[src/rtl/add_serial_nbit_if.sv]
// Operand/result bundle for the digit-serial adder/subtractor.
// The master drives the request side; the slave (the adder) returns registered status and results.
interface add_serial_nbit_if #(
    parameter int WIDTH = 8
) ();
    logic             start;
    logic [WIDTH-1:0] a;
    logic [WIDTH-1:0] b;
    logic             sub;
    logic             busy;
    logic             done;
    logic [WIDTH-1:0] sum;
    logic             cout;
    logic             ovf;

    modport master (
        output start, a, b, sub,
        input  busy, done, sum, cout, ovf
    );

    modport slave (
        input  start, a, b, sub,
        output busy, done, sum, cout, ovf
    );
endinterface

[src/rtl/add_serial_nbit.sv]
// Digit-serial WIDTH-bit adder/subtractor: DIGIT bits per clock, WIDTH/DIGIT compute cycles.
// Subtraction is done as A + ~B + 1, so cout reads as "no borrow".
module add_serial_nbit #(
    parameter int WIDTH = 8,
    parameter int DIGIT = 1
) (
    input  logic                clk,
    input  logic                rst_n,
    add_serial_nbit_if.slave    bus
);
    localparam int N  = WIDTH / DIGIT;
    localparam int CW = (N > 1) ? $clog2(N) : 1;

    typedef enum logic {IDLE, RUN} state_t;

    state_t           state_q, state_d;
    logic [CW-1:0]    cnt_q, cnt_d;
    logic [WIDTH-1:0] a_q, a_d;
    logic [WIDTH-1:0] b_q, b_d;
    logic [WIDTH-1:0] acc_q, acc_d;
    logic             carry_q, carry_d;
    logic [WIDTH-1:0] sum_q, sum_d;
    logic             cout_q, cout_d;
    logic             ovf_q, ovf_d;
    logic             busy_q, busy_d;
    logic             done_q, done_d;

    logic [DIGIT-1:0] a_digit;
    logic [DIGIT-1:0] b_digit;
    logic [DIGIT:0]   digit_total;
    logic             digit_cout;
    logic             msb_cin;
    logic [WIDTH-1:0] acc_shift;
    logic             last_digit;

    assign a_digit     = a_q[DIGIT-1:0];
    assign b_digit     = b_q[DIGIT-1:0];
    assign digit_total = {1'b0, a_digit} + {1'b0, b_digit} + {{DIGIT{1'b0}}, carry_q};
    assign digit_cout  = digit_total[DIGIT];
    // Carry into the top bit of this digit, recovered from its sum bit; on the last digit this is the carry into the MSB.
    assign msb_cin     = digit_total[DIGIT-1] ^ a_digit[DIGIT-1] ^ b_digit[DIGIT-1];
    assign acc_shift   = (acc_q >> DIGIT) | (WIDTH'(digit_total[DIGIT-1:0]) << (WIDTH - DIGIT));
    assign last_digit  = (cnt_q == CW'(N - 1));

    always_comb begin
        state_d = state_q;
        cnt_d   = cnt_q;
        a_d     = a_q;
        b_d     = b_q;
        acc_d   = acc_q;
        carry_d = carry_q;
        sum_d   = sum_q;
        cout_d  = cout_q;
        ovf_d   = ovf_q;
        busy_d  = busy_q;
        done_d  = 1'b0;
        case (state_q)
            IDLE: begin
                if (bus.start) begin
                    state_d = RUN;
                    busy_d  = 1'b1;
                    a_d     = bus.a;
                    b_d     = bus.b ^ {WIDTH{bus.sub}};
                    carry_d = bus.sub;
                    cnt_d   = '0;
                    acc_d   = '0;
                end
            end
            RUN: begin
                a_d     = a_q >> DIGIT;
                b_d     = b_q >> DIGIT;
                acc_d   = acc_shift;
                carry_d = digit_cout;
                cnt_d   = cnt_q + CW'(1);
                if (last_digit) begin
                    state_d = IDLE;
                    busy_d  = 1'b0;
                    done_d  = 1'b1;
                    cnt_d   = '0;
                    sum_d   = acc_shift;
                    cout_d  = digit_cout;
                    ovf_d   = msb_cin ^ digit_cout;
                end
            end
            default: state_d = IDLE;
        endcase
    end

    always_ff @(posedge clk or negedge rst_n) begin
        if (!rst_n) begin
            state_q <= IDLE;
            cnt_q   <= '0;
            a_q     <= '0;
            b_q     <= '0;
            acc_q   <= '0;
            carry_q <= 1'b0;
            sum_q   <= '0;
            cout_q  <= 1'b0;
            ovf_q   <= 1'b0;
            busy_q  <= 1'b0;
            done_q  <= 1'b0;
        end else begin
            state_q <= state_d;
            cnt_q   <= cnt_d;
            a_q     <= a_d;
            b_q     <= b_d;
            acc_q   <= acc_d;
            carry_q <= carry_d;
            sum_q   <= sum_d;
            cout_q  <= cout_d;
            ovf_q   <= ovf_d;
            busy_q  <= busy_d;
            done_q  <= done_d;
        end
    end

    assign bus.busy = busy_q;
    assign bus.done = done_q;
    assign bus.sum  = sum_q;
    assign bus.cout = cout_q;
    assign bus.ovf  = ovf_q;
endmodule
[src/flat_wrapper.sv]
// flat-port wrapper written by rule: the top's interface ports become plain ports
module add_serial_nbit_flat 
#(
    parameter int WIDTH = 8,
    parameter int DIGIT = 1
)
  (clk, rst_n, bus_start, bus_a, bus_b, bus_sub, bus_busy, bus_done, bus_sum, bus_cout, bus_ovf);
  add_serial_nbit_if #(.WIDTH(WIDTH)) bus_i ();
  input  logic clk;
  input  logic rst_n;
  input wire logic [$bits(bus_i.start)-1:0] bus_start;
  input wire logic [$bits(bus_i.a)-1:0] bus_a;
  input wire logic [$bits(bus_i.b)-1:0] bus_b;
  input wire logic [$bits(bus_i.sub)-1:0] bus_sub;
  output wire logic [$bits(bus_i.busy)-1:0] bus_busy;
  output wire logic [$bits(bus_i.done)-1:0] bus_done;
  output wire logic [$bits(bus_i.sum)-1:0] bus_sum;
  output wire logic [$bits(bus_i.cout)-1:0] bus_cout;
  output wire logic [$bits(bus_i.ovf)-1:0] bus_ovf;
  assign bus_i.start = bus_start;
  assign bus_i.a = bus_a;
  assign bus_i.b = bus_b;
  assign bus_i.sub = bus_sub;
  assign bus_busy = bus_i.busy;
  assign bus_done = bus_i.done;
  assign bus_sum = bus_i.sum;
  assign bus_cout = bus_i.cout;
  assign bus_ovf = bus_i.ovf;
  add_serial_nbit #(.WIDTH(WIDTH), .DIGIT(DIGIT)) u_core (.clk(clk), .rst_n(rst_n), .bus(bus_i));
endmodule
[config.mk]
export PLATFORM = sky130hd
export DESIGN_NAME = add_serial_nbit_flat
export DESIGN_NICKNAME = d
export VERILOG_FILES = /design/src/rtl/add_serial_nbit_if.sv /design/src/rtl/add_serial_nbit.sv /design/src/flat_wrapper.sv
export SDC_FILE = /design/constraint.sdc
export NUM_CORES = 1
export LEC_CHECK = 0
export BUFFER_PORTS_ARGS = -buffer_cell sky130_fd_sc_hd__buf_2
export CAP_MARGIN = 5
export CORE_MARGIN = 1
export CORE_UTILIZATION = 45
export DETAILED_ROUTE_END_ITERATION = 16
export GPL_ROUTABILITY_DRIVEN = 1
export MAX_ROUTING_LAYER = met4
export PLACE_DENSITY = 0.64
export SYNTH_ARGS = -nofsm -noshare
export SYNTH_HDL_FRONTEND = slang
export SYNTH_SLANG_ARGS = --single-unit
[constraint.sdc]
create_clock -name clk -period 2.51 [get_ports clk]
set_clock_uncertainty 0.15 [all_clocks]
set_input_delay 0.1255 -clock clk [delete_from_list [all_inputs] [get_ports clk]]
set_output_delay 0.1255 -clock clk [all_outputs]
set_load 0.01 [all_outputs]
==> results.cfg, run 1 <==
[run_status]
outcome = complete, no violations

[place]
io_buffer_count = 31
dp_slack_ns = 0.819
place.gp.congestion = 0.722
place_inst = 224
hpwl_mm = 1.93

[synth]
seq_area_frac_synth_pct = 55.4
ys_ff_latch = 40
avgSynthCellArea_sq_um = 11.7
synth_cell_types = 25
synth_top_area_share_pct = 55.4
netlist_instances = 154
yosys_warnings = 0
synth_top_cell_by_area = dfrtp_1
synth.net_count = 177
synth_area_leaders = dfrtp_1 55%, mux2i_1 9.4%, nand2_1 4.2%
syn_area_sq_um = 1810

[clocking]
clockBufferDepth = 2
cts_root_buf = clkbuf_8
cts_tree = built
insertion_delay_ns = 0.28
post_cts_resized = 0
cts_buffers = 5
cts.clk_slew.worst_paths_ns = 0.08
cts.sinks = 40
ctsHtreeMaxLevel = 2

[critical_path]
worstSetupPathType = reg -> reg
worst_path_largest_cell_delay_ns = 0.40
rrSetupSlack_ns = 0.80
crit_slowest_cell = dfrtp_1
cp-end-kind = flip-flop
crit_arrival_ns = 1.73
crit_fanout = 14
start_kind = flip-flop
crit_top_cell = ha_1
path_cells = ha_1 -> ha_1 -> nand2_2 -> mux2_2
crit_required_ns = 2.53

[floorplan]
fp-row-count = 22
die_w_microns = 65.4
core_sq_um = 3740
dieArea_sq_um = 4270
die_h_microns = 65.4
start_util_pct = 48.3
pin_count = 32

[pwr]
power.clock.fraction_pct = 21.1
vdd_ir_drop_max_mv = 0.404
p_seq_share_pct = 44.6
switchingPower_uw = 777
p_comb_share_pct = 34.3
powerDensity_nw_per_um2 = 1110
p_leak_nw = 1.08
internal_power_mw = 1.62
swShare_pct = 32.4

[timing]
worst_pin_slew_ns = 0.864
timing.slew.headroom_pct = 42.4
worst_slack_ns = 0.799
max_freq_mhz = 585
hold_viol = 0
period_minus_slack_ns = 1.71
fin_crit_sh_pct = 68.2
fin_setup_tns_ns = 0
grt_setup_unrepaired = no
slew_violations = 0
setup_violations = 0

[global_routing]
grt_overflow = 0
grt_pass1_wl_mm = 5.26
track_usage_pct = 16.5
first_global_vias = 1230
grt_antenna_before_repair = 0
grt_max_degree = 41

[finish]
fillerInstances = 341
fin_nets = 216
areaGrowthSynthToFinish_pct = 19.7
drive_above_1_share_pct = 24.7
finalNonFillerCells = 242
final_common_cell = dfrtp_1
mostFrequentLayoutCells = 40 x dfrtp_1, 31 x buf_2, 20 x nand2_1, 17 x mux2i_1
antenna_cells = 0

[drt]
drt_wl_total_mm = 2.94
first_pass_iters = 4
vias_per_cell = 4.87
routedWlPerCell_microns = 12.2
vias = 1178
ant_nets = 0
drc = 0
drt_iter0_drc = 94

[hold_path]
hold_class = in -> reg

[run]
cap_violations = 0
critical path: cells and delay by family, from the launching register on:
family / cells / cell delay [ns]
fa+ha+maj: 2 / 0.42
flops: 1 / 0.40
simple gates: 1 / 0.25
mux: 1 / 0.37
logic make-up after synthesis:
| kind of cell | share of synthesized area [%] |
|---|---|
| AOI/OAI and AO/OA | 9.42 |
| xor gates and xnor gates | 5.33 |
| adders and majority gates | 2.49 |
| buffers and inverters | 5.19 |
| DFF | 55.4 |
| muxes | 14.4 |
| and+or+nand+nor | 7.76 |
flip-flops by register name, summed over array words and instances (netlist names):
| register | cells |
|---|---|
| u_core.a_q | 8 |
| u_core.bus.ovf | 1 |
| u_core.acc_q | 7 |
| u_core.bus.sum | 8 |
| u_core.bus.cout | 1 |
| u_core.cnt_q | 3 |
| u_core.state_q | 1 |
| u_core.b_q | 8 |
| u_core.bus.done | 1 |
| u_core.carry_q | 1 |
| u_core.bus.busy | 1 |
cell usage after synthesis:
cell,n
buf_2,3
nor2b_1,1
mux2_4,3
a21oi_1,1
ha_1,2
xnor2_1,4
fa_1,1
mux2_2,4
buf_4,3
nand2_2,1
o21ai_0,10
nand2b_1,5
inv_1,5
a211oi_1,2
nand2_1,20
dfrtp_1,40
o21ai_1,10
o22ai_1,1
nor2_1,4
a22o_1,5
xor2_1,7
nor2_2,1
buf_6,3
clkbuf_1,1
mux2i_1,17
per-stage QoR:
stage          util [%]  total power [mW]  area [sq um]  hold WS [ns]
2_1_floorplan         -              1.69          1810        -0.320
3_3_place_gp       52.2              1.85          1950         0.122
3_5_place_dp       52.2              1.90          1950         0.142
4_1_cts            57.8              2.43          2160        0.0505
5_1_grt            57.8              2.58          2160        0.0592
6_report           57.8              2.40          2160        0.0505
path summary, 6_finish.rpt:
kind | end | cells past startpoint | startpoint
worst max-delay path | u_core.bus.sum[3] | 4 | u_core.cnt_q[0]
worst min-delay path | u_core.b_q[3] | 4 | bus_b[3]
worst max register to register | u_core.bus.sum[3] | 4 | u_core.cnt_q[0]
worst min register to register | u_core.bus.ovf | 2 | u_core.bus.ovf
max in group asynchronous | u_core.b_q[1] | 2 | rst_n
min in group asynchronous | u_core.bus.sum[4] | 2 | rst_n
cell type report:
class / instances / area [sq um] / area share [%]
clock buffer: 6 / 72.6 / 3.36
clock inverter: 2 / 35.0 / 1.62
inverter: 5 / 18.8 / 0.868
multi-input combinational: 99 / 712 / 32.9
sequential: 40 / 1000 / 46.3
tap: 48 / 60.1 / 2.78
timing repair buffer: 42 / 263 / 12.2
metal layers:
metal	global-route usage, %	wire length (microns)	up-vias
met2	26.0	1350	24
li1	-	-	591
met3	5.21	125	5
met5	-	0	-
met4	4.89	34	0
met1	20.4	1430	558
repair_timing:
item / in CTS / in global routing
hold buffers: 10 / 0
endpoints found under the hold margin: 49 / 0
buffers inserted: 0 / 0
power groups by stage:
stage / Combinational, mW / Sequential [mW] / Clock (mW)
6_report: 0.822 / 1.07 / 0.505
5_1_grt: 0.928 / 1.10 / 0.552
4_1_cts: 0.834 / 1.07 / 0.522
3_5_place_dp: 0.820 / 1.08 / 0
3_3_place_gp: 0.781 / 1.07 / 0
2_1_floorplan: 0.618 / 1.07 / 0
Note: power is estimated with default switching activity, not from simulation.
==> run 2, diff against run 1 <==
==> constraint.sdc (replaced) <==
create_clock -name clk -period 1.7 [get_ports clk]
set_clock_uncertainty 0.15 [all_clocks]
set_input_delay 0.085 -clock clk [delete_from_list [all_inputs] [get_ports clk]]
set_output_delay 0.085 -clock clk [all_outputs]
set_load 0.01 [all_outputs]
==> run 2 against run 1 <==
  * Design area is 2.4% higher
  * Register-to-register slack worse by 0.73 ns
  * Non-clock buffer count increased by 7
  * Flip-flop and latch count unchanged
  * Critical path depth rose by 1
  * Sequential share of layout area is 1.1 points lower
  * Sequential power rose by 48%
  * Largest cell class unchanged
  * Largest power group unchanged
==> results.cfg, run 2 (synthesis gave the netlist of run 1 again) <==
[clocking]
ctsHtreeMaxLevel = 2
cts.clk_slew.worst_paths_ns = 0.08
cts_buffers = 5
clockBufferDepth = 2
cts.sinks = 40
insertion_delay_ns = 0.29
cts_tree = built
cts_root_buf = clkbuf_8

[place]
hpwl_mm = 2.17
io_buffer_count = 31
place.gp.congestion = 0.807
place_area_sq_um = 1990

[drt]
vias_per_cell = 4.94
routedWlPerCell_microns = 13.1
drc = 0
vias = 1230
ant_nets = 0
first_pass_iters = 4
drt_wl_total_mm = 3.27
drt_iter0_drc = 60

[finish]
antenna_cells = 0
drive_above_1_share_pct = 28.9
fillerInstances = 345
mostFrequentLayoutCells = 40 x dfrtp_1, 31 x buf_2, 20 x nand2_1, 17 x mux2i_1
final_common_cell = dfrtp_1
fin_nets = 223
finalInstanceArea_sq_um = 2210
areaGrowthSynthToFinish_pct = 22.6

[floorplan]
die_h_microns = 65.4
fp-row-count = 22
core_sq_um = 3740
pin_count = 32
dieArea_sq_um = 4270
die_w_microns = 65.4
start_util_pct = 48.3

[timing]
fin_crit_sh_pct = 96.2
setup_violations = 0
grt_setup_unrepaired = yes
timing.slew.headroom_pct = 61.4
period_minus_slack_ns = 1.64
max_freq_mhz = 612
slew_violations = 0
worst_pin_slew_ns = 0.578
hold_viol = 0

[critical_path]
setup.worst_path.start = u_core.b_q[0]
crit_arrival_ns = 1.66
rrSetupSlack_ns = 0.06
worstSetupPathDepth = 5
crit_required_ns = 1.72
timing.rr.end = u_core.bus.ovf
r2r_start = u_core.b_q[0]
cp-end-kind = flip-flop
cp-endpoint = u_core.bus.ovf
crit_slowest_cell = fa_2
crit_fanout = 3
critPathBufInv = 1
worstSetupPathType = reg -> reg
reg2reg_depth = 5
path_cells = inv_1 -> fa_2 -> xnor2_2 -> xnor2_1 -> o21ai_0
crit_family = adder cells
worst_path_largest_cell_delay_ns = 0.58
start_kind = flip-flop

[global_routing]
grt_max_degree = 41
grt_pass1_wl_mm = 5.43
grt_antenna_before_repair = 0
track_usage_pct = 17.5
first_global_vias = 1219
grt_overflow = 0

[pwr]
p_leak_nw = 1.12
total_power_mw = 3.57
vdd_ir_drop_max_mv = 0.640
p_comb_share_pct = 37.9
switchingPower_mw = 1.21
p_seq_share_pct = 44.2
power.clock.fraction_pct = 17.9
internal_power_mw = 2.37
powerDensity_nw_per_um2 = 1610
swShare_pct = 33.8

[run]
cap_violations = 0

[hold_path]
hold_class = in -> reg

[run_status]
outcome = complete, no violations
-- run 2: layout make-up --
cell class	instances	area, sq um	share of cell area [%]
clock buffer	6	82.6	3.73
clock inverter	2	10.0	0.452
inverter	5	18.8	0.847
multi-input combinational	99	727	32.8
sequential	40	1000	45.2
tap	48	60.1	2.71
timing repair buffer	49	315	14.2
-- run 2: worst register-to-register path: stages (launching register included) --
cell and delay (ns):
dfrtp_1 0.39, inv_1 0.08, fa_2 0.58, xnor2_2 0.12, xnor2_1 0.12, o21ai_0 0.08
-- run 2: metal layers --
metal / track usage (%) / vias to the layer above / routed length, microns / part of all wire [%]
met5: - / - / 0 / 0
met3: 5.90 / 2 / 118 / 3.6
met2: 28.6 / 25 / 1670 / 51
met1: 20.8 / 595 / 1460 / 45
li1: - / 608 / - / -
met4: 4.35 / 0 / 18 / 0.55
-- run 2: power by group through the flow --
stage | Sequential [mW] | Clock (mW) | Combinational [mW]
global route | 1.62 | 0.698 | 1.54
CTS | 1.58 | 0.660 | 1.29
finish | 1.58 | 0.640 | 1.36
floorplan | 1.59 | 0 | 0.913
global placement | 1.56 | 0 | 1.22
detailed placement | 1.60 | 0 | 1.27
-- run 2: through the flow --
stage	instances	TNS, ns	hold slack [ns]	setup WS, ns	util (%)
6_report	249	0	0.0191	0.0648	59.2
4_1_cts	247	0	0.00984	0.0252	58.4
5_1_grt	249	-0.0256	0.0313	-0.0256	59.2
2_1_floorplan	154	0	-0.361	0.123	-
3_5_place_dp	229	0	0.0267	0.0408	53.2
3_3_place_gp	229	0	0.0128	0.105	53.2
-- run 2: repair_timing --
action | 4_1_cts | 5_1_grt
gates resized for setup | 0 | 3
endpoints found under the setup margin | 0 | 4
endpoints found under the hold margin | 49 | 0
hold buffers | 10 | 0
buffers inserted | 0 | 2
-- run 2: worst min-delay path by stage --
| stage | start | endpoint | cells after the start |
|---|---|---|---|
| floorplan | rst_n | u_core.a_q[0] | 0 |
| detailed placement | rst_n | u_core.bus.sum[5] | 2 |
| global route | bus_b[3] | u_core.b_q[3] | 4 |
| finish | bus_b[5] | u_core.b_q[5] | 4 |
| CTS | bus_b[2] | u_core.b_q[2] | 4 |
| global placement | rst_n | u_core.bus.sum[0] | 2 |
==> run 3, diff against run 2 <==
--- a/config.mk
+++ b/config.mk
@@ -7,12 +7,12 @@
 export LEC_CHECK = 0
 export BUFFER_PORTS_ARGS = -buffer_cell sky130_fd_sc_hd__buf_2
 export CAP_MARGIN = 5
-export CORE_MARGIN = 1
+export CORE_MARGIN = 3
 export CORE_UTILIZATION = 45
 export DETAILED_ROUTE_END_ITERATION = 16
 export GPL_ROUTABILITY_DRIVEN = 1
 export MAX_ROUTING_LAYER = met4
-export PLACE_DENSITY = 0.64
+export PLACE_DENSITY = 0.67
 export SYNTH_ARGS = -nofsm -noshare
 export SYNTH_HDL_FRONTEND = slang
 export SYNTH_SLANG_ARGS = --single-unit
==> constraint.sdc (replaced) <==
create_clock -name clk -period 1.4 [get_ports clk]
set_clock_uncertainty 0.15 [all_clocks]
set_input_delay 0.07 -clock clk [delete_from_list [all_inputs] [get_ports clk]]
set_output_delay 0.07 -clock clk [all_outputs]
set_load 0.01 [all_outputs]
==> run 3 against run 2 <==
  * The flow now finishes with violations (negative setup slack)
  * Via count up 3.7%
  * Wire length up 9.4%
  * Flip-flop and latch count unchanged
  * Design area up 7.8%
  * Largest cell class unchanged
==> results.cfg, run 3 (synthesis gave the netlist of run 1 again) <==
[hold_path]
hold_class = in -> reg
hold-path-cell-count = 4
hp-start = bus_b[3]
min_to = u_core.b_q[3]

[timing]
max_freq_mhz = 622
fin_setup_tns_ns = -0.755
fin_crit_sh_pct = 115
grt_setup_unrepaired = yes
setup_violations = 10
period_minus_slack_ns = 1.61
slew_violations = 0
timing.slew.headroom_pct = 71.6
hold_viol = 0
worst_slack_ns = -0.207
worst_pin_slew_ns = 0.426

[floorplan]
dieArea_sq_um = 4810
core_sq_um = 3770
die_w_microns = 69.4
fp-row-count = 22
start_util_pct = 47.9
die_h_microns = 69.4
pin_count = 32

[drt]
drt_wl_total_mm = 3.58
vias_per_cell = 4.93
first_pass_iters = 4
ant_nets = 0
drc = 0
vias = 1276
routedWlPerCell_microns = 13.8
drt_iter0_drc = 47

[finish]
drive_above_1_share_pct = 34.1
final_common_cell = dfrtp_1
mostFrequentLayoutCells = 39 x dfrtp_1, 31 x buf_2, 20 x nand2_1, 17 x mux2i_1
fin_nets = 233
areaGrowthSynthToFinish_pct = 32.1
antenna_cells = 0

[global_routing]
grt_antenna_before_repair = 0
grt_pass1_wl_mm = 6.23
grt_overflow = 0
grt_max_degree = 35
first_global_vias = 1390
track_usage_pct = 16.8

[pwr]
p_leak_nw = 1.19
vdd_ir_drop_max_mv = 0.877
powerDensity_nw_per_um2 = 2020

[critical_path]
cp-end-kind = flip-flop
worstSetupPathType = reg -> reg
timing.rr.end = u_core.bus.ovf
crit_arrival_ns = 1.63
rrSetupSlack_ns = -0.21
start_kind = flip-flop
r2r_start = u_core.a_q[0]
reg2reg_depth = 5
crit_required_ns = 1.42
crit_fanout = 2

[clocking]
insertion_delay_ns = 0.29
ctsHtreeMaxLevel = 2
cts.sinks = 40
cts_buffers = 5
cts.clk_slew.worst_paths_ns = 0.07
cts_root_buf = clkbuf_8
clockBufferDepth = 2
cts_tree = built

[place]
hpwl_mm = 2.48
dp_slack_ns = -0.172
place.gp.congestion = 0.766
io_buffer_count = 31

[run]
cap_violations = 0

[run_status]
violations = negative setup slack
outcome = finished with violations
## run 3: cell count changes in the layout (fill, tap and decap cells not counted), moves of 2 or more
cell	previous run	this run
mux2_2	4	0
inv_2	0	3
ha_1	2	0
buf_4	8	11
clkinv_2	2	0
inv_1	5	2
mux2_4	3	7
buf_12	0	3
o21ai_0	10	8
clkbuf_1	0	2
buf_6	0	2
## run 3: worst max-delay path by stage
stage	startpoint	endpoint	slack, ns
2_1_floorplan	u_core.a_q[0]	u_core.bus.ovf	-0.16
5_1_grt	u_core.a_q[0]	u_core.bus.ovf	-0.23
3_3_place_gp	u_core.carry_q	u_core.bus.ovf	-0.13
4_1_cts	u_core.carry_q	u_core.bus.ovf	-0.18
3_5_place_dp	u_core.a_q[0]	u_core.bus.ovf	-0.17
6_report	u_core.a_q[0]	u_core.bus.ovf	-0.21
## run 3: power by group
part	internal, mW	switching (mW)	total, mW
Clock	0.402	0.371	0.773
Sequential	1.63	0.329	1.95
Combinational	1.17	0.927	2.09
## run 3: stage by stage
stage	total power [mW]	utilization [%]	hold slack [ns]	std cells	instance area, sq um
2_1_floorplan	3.08	-	-0.376	154	1830
3_3_place_gp	3.60	55.7	-0.135	236	2100
3_5_place_dp	3.74	55.7	-0.119	236	2100
4_1_cts	4.67	62.2	0.00850	257	2350
5_1_grt	5.17	63.3	0.0533	259	2390
6_report	4.82	63.3	0.0125	259	2390
## run 3: final cells by class
class / count / area (sq um)
clock buffers: 8 / 90.1
repair buffers: 58 / 430
flip-flops and latches: 40 / 1000
well taps: 48 / 60.1
fillers: 309 / 1380
multi-input cells: 100 / 786
inverters: 5 / 18.8
## run 3: what timing repair did
item / 4_1_cts / 5_1_grt
gates cloned: 1 / 0
gates resized for setup: 7 / 9
endpoints found under the setup margin: 11 / 14
setup buffers: 1 / 2
hold buffers: 11 / 0
pin swaps: 1 / 3
endpoints found under the hold margin: 50 / 0
## run 3: routing by layer
layer | GRT usage, % | wire length, microns | vias to the layer above
met5 | - | 0 | -
met4 | 5.21 | 39 | 0
li1 | - | - | 626
met1 | 19.1 | 1500 | 620
met2 | 28.4 | 1900 | 26
met3 | 5.07 | 136 | 4
## run 3: worst max-delay path, cell delays in order (launching register included)
cell	delay, ns
dfrtp_1	0.38
inv_2	0.05
fa_2	0.60
xnor2_2	0.12
xnor2_1	0.13
o21ai_1	0.07
